**src/rtl/mem_port_arbiter_if.sv**
```systemverilog
// Pipeline-side request/response and memory-side handshake bundle for mem_port_arbiter.
interface mem_port_arbiter_if #(
  parameter int WORD_W = 16,
  parameter int ADDR_W = 16
);
  logic              i_req;
  logic [ADDR_W-1:0] i_addr;
  logic              d_read;
  logic              d_write;
  logic [ADDR_W-1:0] d_addr;
  logic [WORD_W-1:0] d_wdata;
  logic              mem_ready;
  logic [WORD_W-1:0] mem_rdata;
  logic              mem_read;
  logic              mem_write;
  logic [ADDR_W-1:0] mem_addr;
  logic [WORD_W-1:0] mem_wdata;
  logic [WORD_W-1:0] i_data;
  logic [WORD_W-1:0] d_rdata;
  logic              i_done;
  logic              d_done;
  logic              i_stall;
  logic              d_stall;
  logic              mem_error;

  modport slave (
    input  i_req, i_addr, d_read, d_write, d_addr, d_wdata, mem_ready, mem_rdata,
    output mem_read, mem_write, mem_addr, mem_wdata, i_data, d_rdata,
           i_done, d_done, i_stall, d_stall, mem_error
  );

  modport master (
    output i_req, i_addr, d_read, d_write, d_addr, d_wdata, mem_ready, mem_rdata,
    input  mem_read, mem_write, mem_addr, mem_wdata, i_data, d_rdata,
           i_done, d_done, i_stall, d_stall, mem_error
  );
endinterface

```
**src/rtl/mem_port_arbiter.sv**
```systemverilog
// Single memory port shared by fetch and data access; data wins, one transaction at a time.
// Define MEM_ARB_STATS_EN to add saturating stall-cycle counters num_i_stall / num_d_stall.
module mem_port_arbiter #(
  parameter int WORD_W  = 16,
  parameter int ADDR_W  = 16,
  parameter int TIMEOUT = 64
) (
  input  logic clk,
  input  logic reset,
  mem_port_arbiter_if.slave bus
`ifdef MEM_ARB_STATS_EN
  ,
  output logic [15:0] num_i_stall,
  output logic [15:0] num_d_stall
`endif
);
  localparam int CNT_W = (TIMEOUT > 1) ? $clog2(TIMEOUT) : 1;

  typedef enum logic [1:0] {IDLE, D_BUSY, I_BUSY} state_t;

  state_t            state_q, state_d;
  logic [CNT_W-1:0]  cnt_q, cnt_d;
  logic              mem_read_q, mem_read_d;
  logic              mem_write_q, mem_write_d;
  logic [ADDR_W-1:0] mem_addr_q, mem_addr_d;
  logic [WORD_W-1:0] mem_wdata_q, mem_wdata_d;
  logic [WORD_W-1:0] i_data_q, i_data_d;
  logic [WORD_W-1:0] d_rdata_q, d_rdata_d;
  logic              i_done_q, i_done_d;
  logic              d_done_q, d_done_d;
  logic              mem_error_q, mem_error_d;
  logic              d_req_v, i_req_v, timeout_hit;
  logic              i_stall, d_stall;

  // A request is still held high during its own done cycle; mask it so it cannot re-issue.
  assign d_req_v     = (bus.d_read | bus.d_write) & ~d_done_q;
  assign i_req_v     = bus.i_req & ~i_done_q;
  assign timeout_hit = (TIMEOUT != 0) && (cnt_q == CNT_W'(TIMEOUT - 1));

  always_comb begin
    state_d     = state_q;
    cnt_d       = cnt_q;
    mem_read_d  = mem_read_q;
    mem_write_d = mem_write_q;
    mem_addr_d  = mem_addr_q;
    mem_wdata_d = mem_wdata_q;
    i_data_d    = i_data_q;
    d_rdata_d   = d_rdata_q;
    i_done_d    = 1'b0;
    d_done_d    = 1'b0;
    mem_error_d = mem_error_q;
    case (state_q)
      IDLE: begin
        if (d_req_v) begin
          mem_addr_d  = bus.d_addr;
          mem_read_d  = bus.d_read;
          mem_write_d = bus.d_write;
          mem_wdata_d = bus.d_write ? bus.d_wdata : '0;
          cnt_d       = '0;
          state_d     = D_BUSY;
        end else if (i_req_v) begin
          mem_addr_d = bus.i_addr;
          mem_read_d = 1'b1;
          cnt_d      = '0;
          state_d    = I_BUSY;
        end
      end
      D_BUSY, I_BUSY: begin
        if (bus.mem_ready || timeout_hit) begin
          state_d     = IDLE;
          mem_read_d  = 1'b0;
          mem_write_d = 1'b0;
          mem_wdata_d = '0;
          if (!bus.mem_ready) mem_error_d = 1'b1;
          // An abort returns zero data; a completed store leaves d_rdata untouched.
          if (state_q == D_BUSY) begin
            d_done_d = 1'b1;
            if (!bus.mem_ready)  d_rdata_d = '0;
            else if (mem_read_q) d_rdata_d = bus.mem_rdata;
          end else begin
            i_done_d = 1'b1;
            i_data_d = bus.mem_ready ? bus.mem_rdata : '0;
          end
        end else begin
          cnt_d = cnt_q + 1'b1;
        end
      end
      default: state_d = IDLE;
    endcase
  end

  always_ff @(posedge clk or posedge reset) begin
    if (reset) begin
      state_q     <= IDLE;
      cnt_q       <= '0;
      mem_read_q  <= 1'b0;
      mem_write_q <= 1'b0;
      mem_addr_q  <= '0;
      mem_wdata_q <= '0;
      i_data_q    <= '0;
      d_rdata_q   <= '0;
      i_done_q    <= 1'b0;
      d_done_q    <= 1'b0;
      mem_error_q <= 1'b0;
    end else begin
      state_q     <= state_d;
      cnt_q       <= cnt_d;
      mem_read_q  <= mem_read_d;
      mem_write_q <= mem_write_d;
      mem_addr_q  <= mem_addr_d;
      mem_wdata_q <= mem_wdata_d;
      i_data_q    <= i_data_d;
      d_rdata_q   <= d_rdata_d;
      i_done_q    <= i_done_d;
      d_done_q    <= d_done_d;
      mem_error_q <= mem_error_d;
    end
  end

  assign i_stall       = bus.i_req & ~i_done_q;
  assign d_stall       = (bus.d_read | bus.d_write) & ~d_done_q;
  assign bus.i_stall   = i_stall;
  assign bus.d_stall   = d_stall;
  assign bus.mem_read  = mem_read_q;
  assign bus.mem_write = mem_write_q;
  assign bus.mem_addr  = mem_addr_q;
  assign bus.mem_wdata = mem_wdata_q;
  assign bus.i_data    = i_data_q;
  assign bus.d_rdata   = d_rdata_q;
  assign bus.i_done    = i_done_q;
  assign bus.d_done    = d_done_q;
  assign bus.mem_error = mem_error_q;

`ifdef MEM_ARB_STATS_EN
  logic [15:0] num_i_stall_q, num_d_stall_q;

  always_ff @(posedge clk or posedge reset) begin
    if (reset) begin
      num_i_stall_q <= '0;
      num_d_stall_q <= '0;
    end else begin
      if (i_stall && num_i_stall_q != 16'hFFFF) num_i_stall_q <= num_i_stall_q + 16'd1;
      if (d_stall && num_d_stall_q != 16'hFFFF) num_d_stall_q <= num_d_stall_q + 16'd1;
    end
  end

  assign num_i_stall = num_i_stall_q;
  assign num_d_stall = num_d_stall_q;
`endif
endmodule

```
**src/flat_wrapper.sv**
```systemverilog
// flat-port wrapper written by rule: the top's interface ports become plain ports
module mem_port_arbiter_flat 
#(
  parameter int WORD_W  = 16,
  parameter int ADDR_W  = 16,
  parameter int TIMEOUT = 64
)
  (clk, reset, bus_i_req, bus_i_addr, bus_d_read, bus_d_write, bus_d_addr, bus_d_wdata, bus_mem_ready, bus_mem_rdata, bus_mem_read, bus_mem_write, bus_mem_addr, bus_mem_wdata, bus_i_data, bus_d_rdata, bus_i_done, bus_d_done, bus_i_stall, bus_d_stall, bus_mem_error);
  mem_port_arbiter_if #(.WORD_W(WORD_W), .ADDR_W(ADDR_W)) bus_i ();
  input  logic clk;
  input  logic reset;
  input wire logic [$bits(bus_i.i_req)-1:0] bus_i_req;
  input wire logic [$bits(bus_i.i_addr)-1:0] bus_i_addr;
  input wire logic [$bits(bus_i.d_read)-1:0] bus_d_read;
  input wire logic [$bits(bus_i.d_write)-1:0] bus_d_write;
  input wire logic [$bits(bus_i.d_addr)-1:0] bus_d_addr;
  input wire logic [$bits(bus_i.d_wdata)-1:0] bus_d_wdata;
  input wire logic [$bits(bus_i.mem_ready)-1:0] bus_mem_ready;
  input wire logic [$bits(bus_i.mem_rdata)-1:0] bus_mem_rdata;
  output wire logic [$bits(bus_i.mem_read)-1:0] bus_mem_read;
  output wire logic [$bits(bus_i.mem_write)-1:0] bus_mem_write;
  output wire logic [$bits(bus_i.mem_addr)-1:0] bus_mem_addr;
  output wire logic [$bits(bus_i.mem_wdata)-1:0] bus_mem_wdata;
  output wire logic [$bits(bus_i.i_data)-1:0] bus_i_data;
  output wire logic [$bits(bus_i.d_rdata)-1:0] bus_d_rdata;
  output wire logic [$bits(bus_i.i_done)-1:0] bus_i_done;
  output wire logic [$bits(bus_i.d_done)-1:0] bus_d_done;
  output wire logic [$bits(bus_i.i_stall)-1:0] bus_i_stall;
  output wire logic [$bits(bus_i.d_stall)-1:0] bus_d_stall;
  output wire logic [$bits(bus_i.mem_error)-1:0] bus_mem_error;
  assign bus_i.i_req = bus_i_req;
  assign bus_i.i_addr = bus_i_addr;
  assign bus_i.d_read = bus_d_read;
  assign bus_i.d_write = bus_d_write;
  assign bus_i.d_addr = bus_d_addr;
  assign bus_i.d_wdata = bus_d_wdata;
  assign bus_i.mem_ready = bus_mem_ready;
  assign bus_i.mem_rdata = bus_mem_rdata;
  assign bus_mem_read = bus_i.mem_read;
  assign bus_mem_write = bus_i.mem_write;
  assign bus_mem_addr = bus_i.mem_addr;
  assign bus_mem_wdata = bus_i.mem_wdata;
  assign bus_i_data = bus_i.i_data;
  assign bus_d_rdata = bus_i.d_rdata;
  assign bus_i_done = bus_i.i_done;
  assign bus_d_done = bus_i.d_done;
  assign bus_i_stall = bus_i.i_stall;
  assign bus_d_stall = bus_i.d_stall;
  assign bus_mem_error = bus_i.mem_error;
  mem_port_arbiter #(.WORD_W(WORD_W), .ADDR_W(ADDR_W), .TIMEOUT(TIMEOUT)) u_core (.clk(clk), .reset(reset), .bus(bus_i));
endmodule
```
**config.mk**
```make
export PLATFORM = sky130hd
export DESIGN_NAME = mem_port_arbiter_flat
export DESIGN_NICKNAME = d
export VERILOG_FILES = /design/src/rtl/mem_port_arbiter_if.sv /design/src/rtl/mem_port_arbiter.sv /design/src/flat_wrapper.sv
export SDC_FILE = /design/constraint.sdc
export NUM_CORES = 1
export LEC_CHECK = 0
export CAP_MARGIN = 5
export CORE_MARGIN = 2
export CORE_UTILIZATION = 47
export DETAILED_ROUTE_END_ITERATION = 8
export PLACE_DENSITY = 0.92
export SETUP_SLACK_MARGIN = 0.1
export SYNTH_ARGS = -nofsm -noshare
export SYNTH_HDL_FRONTEND = slang
export SYNTH_SLANG_ARGS = --single-unit
```
**constraint.sdc**
```tcl
create_clock -name clk -period 6.6 [get_ports clk]
set_input_delay 1.98 -clock clk [delete_from_list [all_inputs] [get_ports clk]]
set_output_delay 1.98 -clock clk [all_outputs]
set_load 0.01 [all_outputs]
```
# Yosys cells after proc, flatten, opt, wreduce, memory -nomap -nowiden
# Index checks and enable logic that the tools add are counted.
# word_totals
reg_bits,77
wordCells,69
out_inout_bits,71
# classes
n_eq_ne,8
addsub,1
bitwise_logic,7
n_reduce_logical,13
n_mux,29
# op_table
cell,count
16-bit two-way mux,8
16-bit case mux with 2 select lines,1
6-bit two-way mux,3
3-bit AND reduction,5
6-bit case mux with 2 select lines,1
1-bit two-way mux,10
6-bit by 1-bit adder with 6-bit output (second input constant),1
6-bit equality test (second input constant),1
2-bit two-way mux,3
2-bit by 1-bit inequality test with 1-bit output (second input constant),2
2-bit inequality test (second input constant),2
1-bit NOT,4
1-bit case mux with 2 select lines,2
2-bit case mux with 2 select lines,1
2-bit AND reduction,2
4-bit AND reduction,1
2-bit nonzero test,2
3-bit inequality test (second input constant),1
1-bit bitwise AND,2
2-bit by 1-bit equality test with 1-bit output (second input constant),1
2-bit equality test (second input constant),1
2-bit zero test,1
2-bit OR reduction,1
1-bit logical OR,1
1-bit bitwise OR,1

# Depth between registers and ports, before layout
# depth
ltp_word,5
ltp_mapped,8
ltp_nobuf,6

# Least setup slack after synthesis
# OpenSTA, ideal clock, no wires.
# synth_timing
path_kind,input to output
startpoint,input bus_d_read
endpoint,output bus_d_stall
t_required_ns,4.620
path_slack_ns,2.421
path_buffers,0
stages,2
t_arrival_ns,2.199
cell_sequence,o21bai_4 -> inv_1
# synth_between
elab_chain_cells,2
# synth_rtl
item,line_no,rtl
"start, declared",flat_wrapper.sv:14,input wire logic [$bits(bus_i.d_read)-1:0] bus_d_read;
1-bit bitwise OR,mem_port_arbiter.sv:121,assign d_stall = (bus.d_read | bus.d_write) & ~d_done_q;
1-bit bitwise AND,mem_port_arbiter.sv:121,
"end, declared",flat_wrapper.sv:29,output wire logic [$bits(bus_i.d_stall)-1:0] bus_d_stall;
# No other way between the ends.

# Final worst setup path
# Ends and elaborated chain as after synthesis.

==> impl_metrics.json <==
{
  "clkTransAtPathRegs_ps": 70,
  "place_inst": 541,
  "antenna_found_initial": 0,
  "synth_most_common_cell": "dfrtp_1",
  "die_y_um": 90.9,
  "cp_max_fo": 20,
  "holdWs_ps": 460,
  "final_antenna_net_count": 0,
  "crit_arrival_ps": 3850,
  "relSlewSlack_pct": 28.1,
  "regArea_sq_um": 1930,
  "rsz0062_at_grt": "no",
  "num_vias": 3091,
  "ys_seq_elements": 77,
  "drive_gt1_share_pct": 6.77,
  "grt_util_all_layers_pct": 24.3,
  "nFillCells": 534,
  "fin_total_pwr_mw": 2.39,
  "p_leak_nw": 2.35,
  "portBuffers": 140,
  "layout.nets": 528,
  "synth_area_leaders": "dfrtp_1 (54%), a22o_1 (6.2%), mux2i_1 (4.8%)",
  "place_congestion": 0.781,
  "synthTopCellsByCount": "dfrtp_1 (77), nand2_1 (42), o21ai_0 (29)",
  "row_count": 31,
  "grt_max_degree": 53,
  "clock_sink_count": 77,
  "area_delta_synth_final_pct": 45.8,
  "route.detailed.drc": 0,
  "tightest_slew_ps": 1080,
  "required_ps": 4620,
  "final_hold_viol_count": 0,
  "cts.path.max_buffers": 2,
  "floorplan.initialDensity_pct": 48.7,
  "ctsResizeCount": 0,
  "synth_warnings": 0,
  "yosysTopAreaCellShare_pct": 54.3,
  "crit_path_end_kind": "primary output",
  "start_kind": "input port",
  "syn_area_per_cell_sq_um": 11.1,
  "fp.coreArea_sq_um": 7290,
  "fin_area_sq_um": 5170,
  "synth_nets": 396,
  "critPathMostFrequentCell": "clkdlybuf4s50_1",
  "fin_crit_sh_pct": 88.4,
  "crit_family": "buffers and inverters",
  "skew_ps": 11.2,
  "post_drt_via_cell_ratio": 5.55,
  "wl_per_cell_um": 17.3,
  "yosysTopAreaCell": "dfrtp_1",
  "netlist_area_sq_um": 3550,
  "ctsHoldBuffers": 0,
  "ioPinCount": 141,
  "cpPeakStageDelay_ps": 640,
  "firstDrtPassIters": 4,
  "synthCells": 321,
  "crit_type": "in -> out",
  "ys_seq_area_share_pct": 54.3,
  "crit_buf_inv": 3,
  "multi_input_area_sq_um": 1440,
  "postRouteWirelength_um": 9630,
  "drv_cap": 0,
  "gr-total-overflow": 0,
  "hp-class": "reg -> reg",
  "synthArstFlopShare_pct": 100,
  "final_cells": 557,
  "cts_tree": "built",
  "fin_tns_setup_ps": 0,
  "path_cells": "clkdlybuf4s50_1 > o21bai_4 > inv_1 > clkdlybuf4s50_1",
  "crit_slowest_cell": "o21bai_4",
  "setup_viol_count_final": 0,
  "antenna_cells": 0,
  "min_period_ps": 5830,
  "placed_cell_area_sq_um": 4960,
  "power.density_nw_per_um2": 462,
  "ys_types": 42,
  "drt-initial-drc-count": 158,
  "htree_levels": 3,
  "synth_ff_type": "dfrtp_1",
  "slew_viol_final": 0,
  "post_cts.repair.setup_buffers": 0,
  "root_buffer": "clkbuf_8",
  "die-area_sq_um": 8260,
  "grt_pass1_wl_um": 15900,
  "clk_latency_ps": 340,
  "max_freq_mhz": 171,
  "grt_pass1_vias": 3177,
  "dp_hpwl_um": 6890,
  "cts_buffers": 9,
  "synth_edf_count": 0,
  "status": "complete, no violations",
  "ir_drop_uv": 283,
  "fp.dieW_um": 90.9
}
[registers in the layout, summed over array words and instances (netlist names)]
name / cells
u_core.cnt_q: 6
u_core.bus.mem_write: 1
u_core.bus.d_done: 1
u_core.bus.i_done: 1
u_core.state_q: 2
u_core.bus.mem_read: 1
u_core.bus.d_rdata: 16
u_core.bus.mem_wdata: 16
u_core.bus.i_data: 16
u_core.bus.mem_addr: 16
u_core.bus.mem_error: 1
[metrics by stage]
| stage | setup WS [ps] | util (%) |
|---|---|---|
| floorplan | 2420 | - |
| global placement | 855 | 68.0 |
| detailed placement | 802 | 68.0 |
| CTS | 756 | 71.0 |
| global route | 700 | 71.0 |
| finish | 766 | 71.0 |
[final timing paths]
path | startpoint | endpoint | slack [ps] | depth (start not counted)
worst max-delay path | bus_d_read | bus_d_stall | 770 | 4
max in group asynchronous | reset | u_core.bus.mem_addr[12] | 3440 | 3
min in group asynchronous | reset | u_core.bus.i_data[3] | 2210 | 2
worst min-delay path | u_core.bus.mem_error | u_core.bus.mem_error | 460 | 1
worst max register to register | u_core.state_q[0] | u_core.bus.mem_wdata[4] | 4260 | 5
worst min register to register | u_core.bus.mem_error | u_core.bus.mem_error | 460 | 1
[cells in the final DEF, fill, tap and decap left out, types with 3 or more instances in the layout]
cell and n:
dfrtp_1 77, nand2b_1 3, nor2_1 3, a21oi_1 8, inv_1 14, o21ai_1 4, a22oi_1 9, a22o_1 25
nand4_1 17, mux2i_1 17, a31oi_1 3, clkdlybuf4s50_1 140, ha_1 5, and2_1 3, nand3_1 3, o21ai_0 29
a21bo_1 10, a21bo_2 6, nand2_1 42, clkbuf_8 9
[kinds of logic after synthesis]
logic type / Yosys count / synth area share [%]
muxes: 17 / 4.79
DFF: 77 / 54.3
AOI/OAI and AO/OA: 104 / 22.1
buffers and inverters: 35 / 5.18
adders and majority gates: 5 / 1.76
and+or+nand+nor: 83 / 11.9
[layout make-up]
type	instances	area share, %
tap	99	2.39
multi-input combinational	209	27.9
timing repair buffer	141	27.2
sequential	77	37.2
clock inverter	5	1.62
clock buffer	11	2.54
inverter	15	1.09
[worst reg2reg max path, cell delays in order, from the launching register on]
cell	delay [ps]
dfrtp_1	380
inv_1	100
ha_1	460
nor2b_1	890
nand4_1	210
a21bo_1	240
[layer usage]
metal / vias to the layer above / wire length (um) / global-route usage (%)
met3: 9 / 753 / 7.35
met1: 1519 / 4000 / 30.5
li1: 1416 / - / -
met2: 147 / 4770 / 41.1
met5: - / 0 / 0
met4: 0 / 109 / 6.06
[power by group]
part | total, mW | leakage [nW] | internal [mW] | switching (mW)
logic | 1.19 | 1.32 | 0.617 | 0.577
clock network | 0.383 | 0.100 | 0.215 | 0.168
registers | 0.814 | 0.937 | 0.673 | 0.140
total | 2.39 | 2.35 | 1.50 | 0.886
Note: power is estimated with default switching activity, not from simulation.
